[config.mk]
export PLATFORM = sky130hd
export DESIGN_NAME = osd_ram_write_arbiter
export DESIGN_NICKNAME = d
export VERILOG_FILES = /design/src/rtl/osd_ram_write_arbiter.sv
export SDC_FILE = /design/constraint.sdc
export NUM_CORES = 1
export LEC_CHECK = 0
export CAP_MARGIN = 5
export CORE_ASPECT_RATIO = 0.7
export CORE_MARGIN = 5
export CORE_UTILIZATION = 45
export DETAILED_ROUTE_END_ITERATION = 10
export MAX_ROUTING_LAYER = met4
export PLACE_DENSITY = 0.9
export SYNTH_ARGS = -nofsm -noshare
export SYNTH_HDL_FRONTEND = slang
export SYNTH_SLANG_ARGS = --single-unit
export TNS_END_PERCENT = 10
[constraint.sdc]
create_clock -name i_clk -period 5.8 [get_ports i_clk]
set_input_delay 0.58 -clock i_clk [delete_from_list [all_inputs] [get_ports i_clk]]
set_output_delay 0.58 -clock i_clk [all_outputs]
set_load 0.05 [all_outputs]
[src/rtl/osd_ram_write_arbiter.sv]
// Round-robin write arbiter for the OSD RAM with a full-RAM fill engine.
// Fill writes are presented on the registered RAM port during every CLEAR cycle.
`timescale 1ns/1ps
module osd_ram_write_arbiter #(
  parameter int PORT_NUM = 5,
  parameter int AW       = 13,
  parameter int DW       = 16
) (
  input  logic                   i_clk,
  input  logic                   i_rst,
  input  logic [PORT_NUM-1:0]    i_wr_valid,
  input  logic [PORT_NUM*AW-1:0] i_wr_addr,
  input  logic [PORT_NUM*DW-1:0] i_wr_data,
  output logic [PORT_NUM-1:0]    o_wr_ready,
  input  logic                   i_clr_start,
  input  logic [DW-1:0]          i_clr_data,
  output logic                   o_clr_busy,
  output logic                   o_ram_we,
  output logic [AW-1:0]          o_ram_addr,
  output logic [DW-1:0]          o_ram_wdata
);

  localparam int PW = (PORT_NUM > 1) ? $clog2(PORT_NUM) : 1;

  typedef enum logic {
    ST_ARB,
    ST_CLEAR
  } state_t;

  state_t          state_q, state_d;
  logic [PW-1:0]   rr_ptr_q, rr_ptr_d;
  logic [AW-1:0]   cnt_q, cnt_d;
  logic [DW-1:0]   clr_val_q, clr_val_d;
  logic            ram_we_q, ram_we_d;
  logic [AW-1:0]   ram_addr_q, ram_addr_d;
  logic [DW-1:0]   ram_wdata_q, ram_wdata_d;

  logic            gnt_any;
  logic [PW-1:0]   gnt_idx;
  logic            grant_en;
  logic [AW-1:0]   sel_addr;
  logic [DW-1:0]   sel_data;
  int              cand;

  // Scan from the highest offset down so the port closest to rr_ptr wins last.
  always_comb begin
    gnt_any = 1'b0;
    gnt_idx = '0;
    cand    = 0;
    for (int off = PORT_NUM - 1; off >= 0; off--) begin
      cand = int'(rr_ptr_q) + off;
      if (cand >= PORT_NUM) cand = cand - PORT_NUM;
      if (i_wr_valid[PW'(cand)]) begin
        gnt_any = 1'b1;
        gnt_idx = PW'(cand);
      end
    end
  end

  always_comb begin
    sel_addr = '0;
    sel_data = '0;
    for (int k = 0; k < PORT_NUM; k++) begin
      if (gnt_idx == PW'(k)) begin
        sel_addr = i_wr_addr[k*AW +: AW];
        sel_data = i_wr_data[k*DW +: DW];
      end
    end
  end

  // A fill request in the same cycle takes priority over every port.
  assign grant_en   = (state_q == ST_ARB) && !i_rst && !i_clr_start && gnt_any;
  assign o_wr_ready = grant_en ? (PORT_NUM'(1) << gnt_idx) : '0;

  always_comb begin
    state_d     = state_q;
    rr_ptr_d    = rr_ptr_q;
    cnt_d       = cnt_q;
    clr_val_d   = clr_val_q;
    ram_we_d    = 1'b0;
    ram_addr_d  = ram_addr_q;
    ram_wdata_d = ram_wdata_q;
    case (state_q)
      ST_ARB: begin
        if (i_clr_start) begin
          state_d     = ST_CLEAR;
          clr_val_d   = i_clr_data;
          cnt_d       = '0;
          ram_we_d    = 1'b1;
          ram_addr_d  = '0;
          ram_wdata_d = i_clr_data;
        end else if (grant_en) begin
          ram_we_d    = 1'b1;
          ram_addr_d  = sel_addr;
          ram_wdata_d = sel_data;
          rr_ptr_d    = (gnt_idx == PW'(PORT_NUM - 1)) ? '0 : gnt_idx + 1'b1;
        end
      end
      ST_CLEAR: begin
        if (cnt_q == '1) begin
          state_d = ST_ARB;
        end else begin
          cnt_d       = cnt_q + 1'b1;
          ram_we_d    = 1'b1;
          ram_addr_d  = cnt_q + 1'b1;
          ram_wdata_d = clr_val_q;
        end
      end
      default: state_d = ST_ARB;
    endcase
  end

  always_ff @(posedge i_clk) begin
    if (i_rst) begin
      state_q     <= ST_ARB;
      rr_ptr_q    <= '0;
      cnt_q       <= '0;
      clr_val_q   <= '0;
      ram_we_q    <= 1'b0;
      ram_addr_q  <= '0;
      ram_wdata_q <= '0;
    end else begin
      state_q     <= state_d;
      rr_ptr_q    <= rr_ptr_d;
      cnt_q       <= cnt_d;
      clr_val_q   <= clr_val_d;
      ram_we_q    <= ram_we_d;
      ram_addr_q  <= ram_addr_d;
      ram_wdata_q <= ram_wdata_d;
    end
  end

  assign o_clr_busy  = (state_q == ST_CLEAR);
  assign o_ram_we    = ram_we_q;
  assign o_ram_addr  = ram_addr_q;
  assign o_ram_wdata = ram_wdata_q;

endmodule
==> qor.yml <==
yosys_warnings: 0
synth_top_family_by_area: "compound AO/OA/AOI/OAI gates"
grtUsageTotal_pct: 29.10
post-cts-setup-buffers: 0
yosys.area_share.adder_pct: 3.933
netlist_area_mm2: 0.005281
setup_viol: 0
seq_area_frac_synth_pct: 23.88
die_y_um: 100.6
tightest_slew_ns: 0.9141
rsz0062_at_grt: "false"
regArea_mm2: 0.001262
synth-edff-count: 0
finalHoldViolations: 0
ctsHoldBuffers: 0
final_cell_mix: "199 x clkdlybuf4s50_1, 122 x nand2_1, 62 x nor2_1, 62 x dfxtp_1, 43 x o21ai_0"
arrival_ns: 4.72
synth_cells: 718
irDropWorstVdd_mv: 0.3872
power_mw: 4.406
max_freq_ghz: 0.1888
powerDensity_mw_per_mm2: 571.0
die_area_mm2: 0.01404
numPortBuffers: 204
drtIter0Drc: 754
cp-start-kind: "flip-flop"
finClkSkew_ns: 0.009623
cts_made_buffers: 9
die-width_um: 139.5
io_pins: 205
fillers: 983
muxShareOfSynthArea_pct: 2.582
fin_area_mm2: 0.007717
min_path_type: "flip-flop to flip-flop"
cts.reportedPaths.clkPinSlew_ns: 0.06
avgSynthCellArea_um2: 7.356
clockBufferDepth: 2
drive_gt1_share_pct: 8.156
endpoint_kind: "output port"
layout_commonest_cell: "clkdlybuf4s50_1"
grt_max_degree: 67
slew-limit-headroom_pct: 38.83
grt_pass1_vias: 5895
drc: 0
wirelength_um: 21010
place_area_mm2: 0.007382
maxCapViolCount: 0
drv_slew: 0
synth-simple-area-share_pct: 25.37
synth_compound_area_share_pct: 35.77
grt_pass1_wl_um: 31780
antenna_left: 0
p_leak_nw: 2.778
routabilityCongestion: 1.027
status: "finished, final reports clean"
synthFlopType: "dfxtp_1"
wl_per_cell_um: 19.95
antenna_found_initial: 0
cp.required_ns: 5.22
layout.nets: 1075
fin_setup_tns_ns: 0
cts_num_sinks: 63
layoutNonFillerInstCount: 1053
path_class: "flip-flop to output port"
synth_seq_cells: 63
synth_xor_area_share_pct: 1.824
area_growth_pct: 46.13
firstDrtPassIters: 5
multi_input_area_mm2: 0.003684
start_util_pct: 45.52
core_mm2: 0.01160
period_minus_slack_ns: 5.296
htree_levels: 3
synthArstFlopShare_pct: 0
period_share_pct: 91.31
root_buffer: "clkbuf_16"
dp_hpwl_um: 15580
num_rows: 33
dp_cells: 1036
r2r_slack_ns: 0.60
vias: 6318
worstPathMaxFanout: 13
viasPerCell: 6.000
clk_latency_ns: 0.33
yosysUniqueCellTypes: 72
cts.repair.resized: 0
synth_nets: 903
tritoncts: "yes"
grt.overflow.total: 0
## cells by family after synthesis
family	count (synthesis)
and+or+nand+nor	292
AOI/OAI and AO/OA	249
buffers and inverters	74
DFF	63
adders and majority gates	16
muxes	13
xor gates and xnor gates	11
## state kept, by name, indices dropped and copies added (netlist names)
name,count
o_ram_we,1
cnt_q,13
o_clr_busy,1
clr_val_q,16
o_ram_addr,13
o_ram_wdata,16
rr_ptr_q,3
## stage by stage
stage	hold slack, ns	setup WS [ns]	utilization (%)
global placement	0.4417	0.6395	63.63
detailed placement	0.4464	0.5471	63.63
finish	0.4543	0.5043	66.52
CTS	0.4542	0.3604	66.48
global route	0.4692	0.1578	66.49
floorplan	0.4364	0.6475	-
## power breakdown
part           internal (mW)  total, mW  switching [mW]
combinational           1.18       3.21            2.04
clock                  0.390      0.602           0.212
sequential             0.525      0.590          0.0652
## cells in the mapped netlist (4+ instances only)
master	number	area (µm²)
a22oi_1	32	240.2
a211oi_2	6	75.07
buf_6	4	45.04
a21o_1	31	232.7
nand2b_1	6	37.54
or3_1	4	25.02
xnor2_1	8	70.07
a21oi_1	34	170.2
nor2b_1	14	87.58
a311oi_1	17	148.9
dfxtp_1	63	1261
ha_1	15	187.7
a31oi_1	6	37.54
buf_2	16	80.08
mux2_2	4	45.04
a221oi_1	23	201.4
clkbuf_1	31	116.4
inv_1	14	52.55
buf_4	6	45.04
nor3_1	6	30.03
a211oi_1	14	105.1
mux2i_1	8	80.08
nand2_1	122	457.9
and2_1	9	56.30
nor2_1	62	232.7
a21boi_0	5	37.54
and3_1	10	62.56
nand3b_1	4	30.03
o21ai_0	43	215.2
nand3_1	39	195.2
## area by class of cell
| type | count | share of cell area [%] |
|---|---|---|
| clock inverter | 6 | 1.200 |
| timing repair buffer | 220 | 28.31 |
| antenna | 1 | 0.03243 |
| tap | 157 | 2.545 |
| sequential | 63 | 16.36 |
| inverter | 15 | 0.7296 |
| multi-input combinational | 581 | 47.73 |
| clock buffer | 10 | 3.097 |
## worst max-delay path: stages, from the launching register on
cell      delay, ns
dfxtp_2        0.45
inv_1          0.23
ha_1           0.62
mux2_2         0.41
a22oi_2        0.23
o32ai_2        0.16
a41o_1         0.27
a21boi_0       0.14
o21ai_0        0.17
nand3_1        0.12
a31oi_1        0.25
ha_1           0.26
and3_1         0.21
a31oi_2        0.11
buf_4          0.22
nor3_1         0.28
buf_4          0.27
## path summary, 6_finish.rpt
path,from,end,cells after the start
max,rr_ptr_q[1]$_SDFFE_PP0P_,o_wr_ready[4],16
min,clr_val_q[8]$_SDFFE_PP0P_,clr_val_q[8]$_SDFFE_PP0P_,2
max reg2reg,rr_ptr_q[1]$_SDFFE_PP0P_,o_ram_addr[3]$_SDFFE_PP0P_,17
min reg2reg,clr_val_q[8]$_SDFFE_PP0P_,clr_val_q[8]$_SDFFE_PP0P_,2
## layer usage
metal / global-route usage (%) / routed length (µm) / part of all wire, % / up-vias
met2: 42.95 / 9217 / 44 / 348
li1: - / - / - / 2981
met4: 9.173 / 507 / 2.4 / 0
met1: 38.15 / 9208 / 44 / 2941
met5: - / 0 / 0 / -
met3: 9.151 / 2075 / 9.9 / 48
Note: power is estimated with default switching activity, not from simulation.
